<file path="src/rtl/johnson_decoder.sv">
// Johnson-code receive decoder: maps an N-bit Johnson word to its state index,
// flags illegal codes and broken succession, tracks lock and counts errors.
//
// state    | meaning
// ---------+-----------------------------------------------------------
// UNLOCKED | no trusted reference; waiting for a legal code
// LOCKING  | counting consecutive correct successor steps toward LOCK_CNT
// LOCKED   | sequence tracked; any illegal code or seq error drops lock
module johnson_decoder #(
   parameter int N        = 4,
   parameter int CNT_W    = $clog2(2*N),
   parameter int LOCK_CNT = 3,
   parameter int ERR_W    = 8
) (
   input  logic             clk,
   input  logic             rst,
   input  logic [N-1:0]     code_in,
   input  logic             code_valid,
   input  logic             clear_err,
   output logic [CNT_W-1:0] count_out,
   output logic             count_valid,
   output logic             illegal,
   output logic             seq_err,
   output logic             locked,
   output logic [ERR_W-1:0] err_cnt
);

   typedef enum logic [1:0] {
      UNLOCKED = 2'd0,
      LOCKING  = 2'd1,
      LOCKED   = 2'd2
   } state_t;

   // 2N modulo 2^CNT_W; only ever used as 2N - popcount with popcount >= 1,
   // so the wrapped arithmetic still lands on the correct index.
   localparam logic [CNT_W-1:0] TWO_N  = CNT_W'(2*N);
   localparam logic [CNT_W-1:0] LAST   = CNT_W'(2*N-1);
   localparam logic [3:0]       LOCK_C = 4'(LOCK_CNT);

   state_t             state_q, state_d;
   logic [3:0]         run_q, run_d;
   logic [CNT_W-1:0]   prev_q, prev_d;
   logic               prev_ok_q, prev_ok_d;
   logic [CNT_W-1:0]   count_q, count_d;
   logic               count_valid_q;
   logic               illegal_q;
   logic               seq_err_q;
   logic               locked_q;
   logic [ERR_W-1:0]   err_q, err_d;

   logic [CNT_W-1:0]   pop_cnt;
   logic [CNT_W-1:0]   trans_cnt;
   logic               legal;
   logic [CNT_W-1:0]   k;
   logic [CNT_W-1:0]   succ;
   logic               samp_ok;
   logic               samp_ill;
   logic               samp_seq;
   logic               err_event;

   always_comb begin
      pop_cnt   = '0;
      trans_cnt = '0;
      for (int i = 0; i < N; i++) begin
         pop_cnt = pop_cnt + CNT_W'(code_in[i]);
      end
      for (int i = 0; i < N-1; i++) begin
         trans_cnt = trans_cnt + CNT_W'(code_in[i] ^ code_in[i+1]);
      end
      legal = (trans_cnt <= CNT_W'(1));
      k     = code_in[N-1] ? (TWO_N - pop_cnt) : pop_cnt;
      succ  = (prev_q == LAST) ? '0 : (prev_q + CNT_W'(1));

      samp_ok   = code_valid & legal;
      samp_ill  = code_valid & ~legal;
      samp_seq  = samp_ok & prev_ok_q & (k != succ);
      err_event = samp_ill | samp_seq;
   end

   always_comb begin
      state_d   = state_q;
      run_d     = run_q;
      count_d   = count_q;
      prev_d    = prev_q;
      prev_ok_d = prev_ok_q;
      err_d     = err_q;

      if (samp_ok) begin
         count_d   = k;
         prev_d    = k;
         prev_ok_d = 1'b1;
      end else if (samp_ill) begin
         prev_ok_d = 1'b0;
      end

      case (state_q)
         UNLOCKED: begin
            if (samp_ok) begin
               state_d = LOCKING;
               run_d   = '0;
            end
         end
         LOCKING: begin
            if (samp_ill) begin
               state_d = UNLOCKED;
               run_d   = '0;
            end else if (samp_seq) begin
               run_d = '0;
            end else if (samp_ok) begin
               if (run_q + 4'd1 == LOCK_C) begin
                  state_d = LOCKED;
                  run_d   = '0;
               end else begin
                  run_d = run_q + 4'd1;
               end
            end
         end
         LOCKED: begin
            if (samp_ill || samp_seq) begin
               state_d = UNLOCKED;
               run_d   = '0;
            end
         end
         default: begin
            state_d = UNLOCKED;
            run_d   = '0;
         end
      endcase

      // A clear coinciding with a new error keeps that error counted.
      if (clear_err) begin
         err_d = err_event ? ERR_W'(1) : '0;
      end else if (err_event && (err_q != {ERR_W{1'b1}})) begin
         err_d = err_q + ERR_W'(1);
      end
   end

   always_ff @(posedge clk or negedge rst) begin
      if (!rst) begin
         state_q       <= UNLOCKED;
         run_q         <= '0;
         prev_q        <= '0;
         prev_ok_q     <= 1'b0;
         count_q       <= '0;
         count_valid_q <= 1'b0;
         illegal_q     <= 1'b0;
         seq_err_q     <= 1'b0;
         locked_q      <= 1'b0;
         err_q         <= '0;
      end else begin
         state_q       <= state_d;
         run_q         <= run_d;
         prev_q        <= prev_d;
         prev_ok_q     <= prev_ok_d;
         count_q       <= count_d;
         count_valid_q <= samp_ok;
         illegal_q     <= samp_ill;
         seq_err_q     <= samp_seq;
         locked_q      <= (state_d == LOCKED);
         err_q         <= err_d;
      end
   end

   assign count_out   = count_q;
   assign count_valid = count_valid_q;
   assign illegal     = illegal_q;
   assign seq_err     = seq_err_q;
   assign locked      = locked_q;
   assign err_cnt     = err_q;

endmodule
</file>
<file path="config.mk">
export PLATFORM = sky130hd
export DESIGN_NAME = johnson_decoder
export DESIGN_NICKNAME = d
export VERILOG_FILES = /design/src/rtl/johnson_decoder.sv
export SDC_FILE = /design/constraint.sdc
export NUM_CORES = 1
export LEC_CHECK = 0
export ABC_AREA = 1
export BUFFER_PORTS_ARGS = -buffer_cell sky130_fd_sc_hd__buf_2
export CAP_MARGIN = 15
export CORE_MARGIN = 3
export CORE_UTILIZATION = 55
export DETAILED_ROUTE_END_ITERATION = 10
export GPL_TIMING_DRIVEN = 0
export PLACE_DENSITY = 0.75
export SYNTH_ARGS = -nofsm -noshare
export SYNTH_HDL_FRONTEND = slang
export SYNTH_SLANG_ARGS = --single-unit
</file>
<file path="constraint.sdc">
create_clock -name clk -period 5.7 [get_ports clk]
set_clock_uncertainty 0.15 [all_clocks]
set_input_delay 1.14 -clock clk [delete_from_list [all_inputs] [get_ports clk]]
set_output_delay 1.14 -clock clk [all_outputs]
set_load 0.01 [all_outputs]
</file>
Word level (Yosys, flattened, before mapping)

Index checks and enable logic that the tools add are counted.

Flip-flop bits (word level): 22

Add/subtract/negate cells: 9
Order comparisons: 1
Equality and inequality tests: 10
Multiplexer cells: 21
Bitwise gates (word level): 9
Reductions and logical operators: 6

Operators with widths:

| kind                  | number |
|---|---|
| $mux W4               | 6 |
| $mux W8               | 2 |
| $mux W2               | 6 |
| $pmux W4 S3           | 1 |
| $add A8 B1 Y8 const B | 1 |
| $ne A8 B8 Y1 const B  | 1 |
| $add A2 B1 Y3         | 2 |
| $mux W3               | 2 |
| $pmux W2 S3           | 1 |
| $add A1 B1 Y2         | 2 |
| $add A4 B1 Y4 const B | 1 |
| $and A1 B1 Y1         | 4 |
| $eq A2 B2 Y1 const B  | 2 |
| $eq A4 B2 Y1 const B  | 1 |
| $ne A2 B2 Y1 const B  | 2 |
| $ne A4 B4 Y1 const B  | 1 |
| $reduce_bool A2 Y1    | 2 |
| $add A3 B1 Y3         | 1 |
| $add A3 B1 Y3 const B | 1 |
| $eq A3 B3 Y1 const B  | 1 |
| $le A3 B1 Y1 const B  | 1 |
| $mux W1               | 3 |
| $ne A3 B3 Y1          | 1 |
| $reduce_and A3 Y1     | 1 |
| other kinds (8)       | 10 |

Longest topological paths before layout

Depth after elaboration: 11
Mapped depth: 19

Least setup slack after synthesis

No wires, ideal clock.

Path kind: input to register
From: in code_in[0]
To: reg err_q[7] (netlist: err_cnt[7])
Library setup time: 0.117 ns
Arrival: 3.347 ns
Path slack: 2.087 ns
Cell stages on the path: 17
Cell sequence: inv_1 fa_1 inv_1 ha_1 ha_1 inv_1 ha_1 inv_1 nand2_1 nand3_1 nand3_2 o21ai_4 nand2_4 nand2_4 nand2_4 nand2_1 nand2_1

Word-level cells in the longest chain between the ends: 10
Elaborated cells on any way between the ends: 18
Those cells by class: add/sub: 6; order compare: 1; eq/ne: 1; mux: 1; bitwise: 7; reduce/logical: 2

Ends and longest elaborated chain:

| what                                                  | RTL line | text |
|---|---|---|
| start: declaration                                    | 17       | `input logic [N-1:0] code_in,` |
| $add A1 B1 Y2 / $xor A1 B1 Y1 (equally long branches) | 65, 68   |  |
| $add A2 B1 Y3 / $add A1 B1 Y2 (equally long branches) | 65, 68   |  |
| $add A3 B1 Y3 / $add A2 B1 Y3 (equally long branches) | 65, 68   |  |
| $sub A1 B3 Y3 / $le A3 B1 Y1 (equally long branches)  | 71, 70   |  |
| $mux W3 / $and A1 B1 Y1 (equally long branches)       | 71, 74   |  |
| $ne A3 B3 Y1 / $and A1 B1 Y1 (equally long branches)  | 76       | `samp_seq = samp_ok & prev_ok_q & (k != succ);` |
| $and A1 B1 Y1                                         | 76       |  |
| $or A1 B1 Y1 (*)                                      | 77       | `err_event = samp_ill \| samp_seq;` |
| $logic_and A1 B1 Y1 (*)                               | 133      | `end else if (err_event && (err_q != {ERR_W{1'b1}})) begin` |
| $reduce_bool A2 Y1 (no line) (*)                      | --       |  |
| end signal: assignment                                | 160      | `err_q <= err_d;` |
| end: declaration                                      | 49       | `logic [ERR_W-1:0] err_q, err_d;` |

Mark *: on every way between the ends. The rest lies on a longest branch, timed or not.
A chain may end at the register's enable or synchronous reset.

Final worst setup path

From: in code_in[3]
To: reg err_q[3] (netlist: err_cnt[3])

Word-level cells in the longest chain between the ends: 9
Elaborated cells on any way between the ends: 15
Those cells by class: add/sub: 3; order compare: 1; eq/ne: 1; mux: 1; bitwise: 7; reduce/logical: 2

Ends and longest elaborated chain:

| what                                                  | RTL line |
|---|---|
| branches (longest 6 deep; another with $add A3 B1 Y3) | -- |
| $or A1 B1 Y1 (*)                                      | 77 |
| $logic_and A1 B1 Y1 (*)                               | 133 |
| $reduce_bool A2 Y1 (no line) (*)                      | -- |

Every way passes the cells marked *.

==> flow_metrics.env <==
export IMPL_die_y_um=56.6
export IMPL_dieArea_sq_mm=0.00320
export IMPL_final_setup_tns_ns=0
export IMPL_fp_dieW_um=56.6
export IMPL_seq_area_frac_synth_pct=39.1
export IMPL_ant_nets=0
export IMPL_synth_top_cell_by_area="dfrtp_1"
export IMPL_rows=17
export IMPL_wl_um=2690
export IMPL_slew_headroom_pct=67.6
export IMPL_dp_hpwl_um=2090
export IMPL_yosys_warnings=0
export IMPL_worstPathRequired_ns=5.77
export IMPL_postCtsResizedCells=0
export IMPL_powerDensity_mw_per_mm2=310
export IMPL_grt_usage_pct=18.2
export IMPL_grt_pass1_wl_um=4750
export IMPL_firstDrtPassIters=4
export IMPL_drv_slew=0
export IMPL_synth_area_sq_mm=0.00141
export IMPL_synthesis_area_per_instance_sq_um=8.19
export IMPL_area_delta_synth_final_pct=14.0
export IMPL_via_per_inst=5.24
export IMPL_start_util_pct=60.8
export IMPL_insertion_delay_ns=0.31
export IMPL_drive_gt1_share_pct=20.2
export IMPL_initialDrtViolationCount=38
export IMPL_cp_data_arrival_time_ns=3.67
export IMPL_post_cts_buffers=0
export IMPL_htree_levels=1
export IMPL_wl_per_cell_um=11.9
export IMPL_instances_no_fill=226
export IMPL_max_cap_violations=0
export IMPL_tightestPinTransition_ns=0.487
export IMPL_hold_viol_final=0
export IMPL_placedCellCount=222
export IMPL_peakVddDrop_mv=0.206
export IMPL_dp_slack_ns=1.74
export IMPL_layout_common_cells="44 x nand2_1, 23 x buf_2, 22 x dfrtp_1"
export IMPL_status="complete, no violations"
export IMPL_cp_max_fo=9
export IMPL_synth_cell_types=26
export IMPL_path_buf_inv=5
export IMPL_final_common_cell="nand2_1"
export IMPL_cts_tree="done"
export IMPL_clk_pin_slew_ns=0.13
export IMPL_path_delay_family="adder cells"
export IMPL_place_congestion=0.786
export IMPL_worstSetupEndpointType="flop"
export IMPL_netlist_instances=172
export IMPL_cp_start_kind="input port"
export IMPL_cts_sinks=22
export IMPL_vias=1185
export IMPL_cts_hold_fix_buffers=0
export IMPL_clockRootBuffer="clkbuf_4"
export IMPL_grt_max_degree=23
export IMPL_finalCritPeriodShare_pct=63.2
export IMPL_cts_buffers=3
export IMPL_p_leak_nw=0.916
export IMPL_layout_nets=218
export IMPL_finalSetupViolations=0
export IMPL_yosys_top_cells_area="dfrtp_1 39%, nand2_1 12%, ha_1 8.0%"
export IMPL_synth_top_area_share_pct=39.1
export IMPL_antennaDiodeCount=0
export IMPL_cpMaxStageDelayCell="fa_1"
export IMPL_fp_coreArea_sq_mm=0.00232
export IMPL_post_route_drc_count=0
export IMPL_max_freq_ghz=0.278
export IMPL_hold_path_class="flop to flop"
export IMPL_ys_seq_elements=22
export IMPL_max_stage_delay_ns=0.48
export IMPL_path_cells="buf_2 -> inv_2 -> fa_1 -> inv_1 -> ha_1 -> ha_1 -> inv_1 -> ha_1 -> inv_1 -> nand2_1 -> nand3_1 -> nand3_2 -> o21ai_4 -> nand2_4 -> nand2_4 -> nand2_4 -> nand2_1 -> nand2_1"
export IMPL_ios=23
export IMPL_antenna_found_initial=0
export IMPL_path_class="input port to flop"
export IMPL_grt_pass1_vias=1170
export IMPL_rsz0062_at_grt="no"
export IMPL_fin_ws_ns=2.10
export IMPL_fin_crit_ns=3.60
export IMPL_clock_path_buffers=2
export IMPL_grt_remaining_overflow=0
export IMPL_portBuffers=22
export IMPL_synth_nets=191
[cell type report]
type                    count  area, sq um
repair buffers             22          110
flip-flops and latches     22          551
clock inverters             1         30.0
clock buffers               3         22.5
plain buffers               1         5.00
well taps                  28         35.0
inverters                  22         82.6
fillers                   216          712
multi-input cells         127          771
[cells by family after synthesis]
group           Yosys count  share of synthesized area (%)
simple gates             97                           33.7
buf+inv                  23                           6.22
flops                    22                           39.1
fa+ha+maj                11                           10.8
compound gates           10                           4.62
xor+xnor                  9                           5.60
[worst paths after layout]
| check | slack, ns | from | end | cells after the start |
|---|---|---|---|---|
| setup / recovery | 2.10 | code_in[3] | err_cnt[3] | 18 |
| hold / removal | 0.40 | prev_ok_q | prev_ok_q | 2 |
| setup reg to reg | 3.57 | count_out[0] | err_cnt[3] | 12 |
| hold reg to reg | 0.40 | prev_ok_q | prev_ok_q | 2 |
| max in group asynchronous | 4.45 | rst | locked | 1 |
| min in group asynchronous | 0.62 | rst | err_cnt[6] | 1 |
[synth_stat cells, drive strengths merged]
| master | count |
|---|---|
| or2 | 2 |
| nor3b | 2 |
| nand2 | 50 |
| dfrtp | 22 |
| inv | 22 |
| nand3 | 22 |
| o22ai | 2 |
| nor2 | 16 |
| xor2 | 6 |
| o21ai | 6 |
| a31oi | 1 |
| a21oi | 1 |
| buf | 1 |
| nor3 | 1 |
| nand4 | 3 |
| nand3b | 1 |
| xnor2 | 3 |
| ha | 9 |
| fa | 2 |
[state kept, by name (all words and copies together) (netlist names)]
register	flops
count_out	3
count_valid	1
err_cnt	8
illegal	1
locked	1
prev_ok_q	1
run_q	4
seq_err	1
state_q	2
[layer usage]
layer | up-vias | global-route usage [%] | share of wire, %
met3 | 2 | 3.68 | 3.3
met2 | 16 | 32.2 | 51
li1 | 603 | - | -
met4 | 0 | 5.76 | 0.74
met1 | 564 | 21.9 | 45
met5 | - | 0 | 0
[worst reg2reg max path: cells and delay by family, from the launching register on]
family | cells | cell delay (ns)
AND/OR/NAND/NOR | 9 | 0.80
adder cells (fa/ha/maj) | 2 | 0.41
flip-flops | 1 | 0.44
AO/OA/AOI/OAI | 1 | 0.23
[power breakdown]
group	total, W	internal (W)	switching, W
Combinational	0.000176	0.0000664	0.000110
Clock	0.000120	0.0000710	0.0000494
Sequential	0.000202	0.000180	0.0000222
[through the flow]
stage          hold slack (ns)  util, %  area [sq um]  total power (W)
2_1_floorplan            0.344        -          1410         0.000331
3_3_place_gp             0.364     67.0          1550         0.000372
3_5_place_dp             0.371     67.0          1550         0.000382
4_1_cts                  0.400     69.3          1610         0.000502
5_1_grt                  0.458     69.3          1610         0.000538
6_report                 0.397     69.3          1610         0.000499
Power figures use the tool's default switching activity.
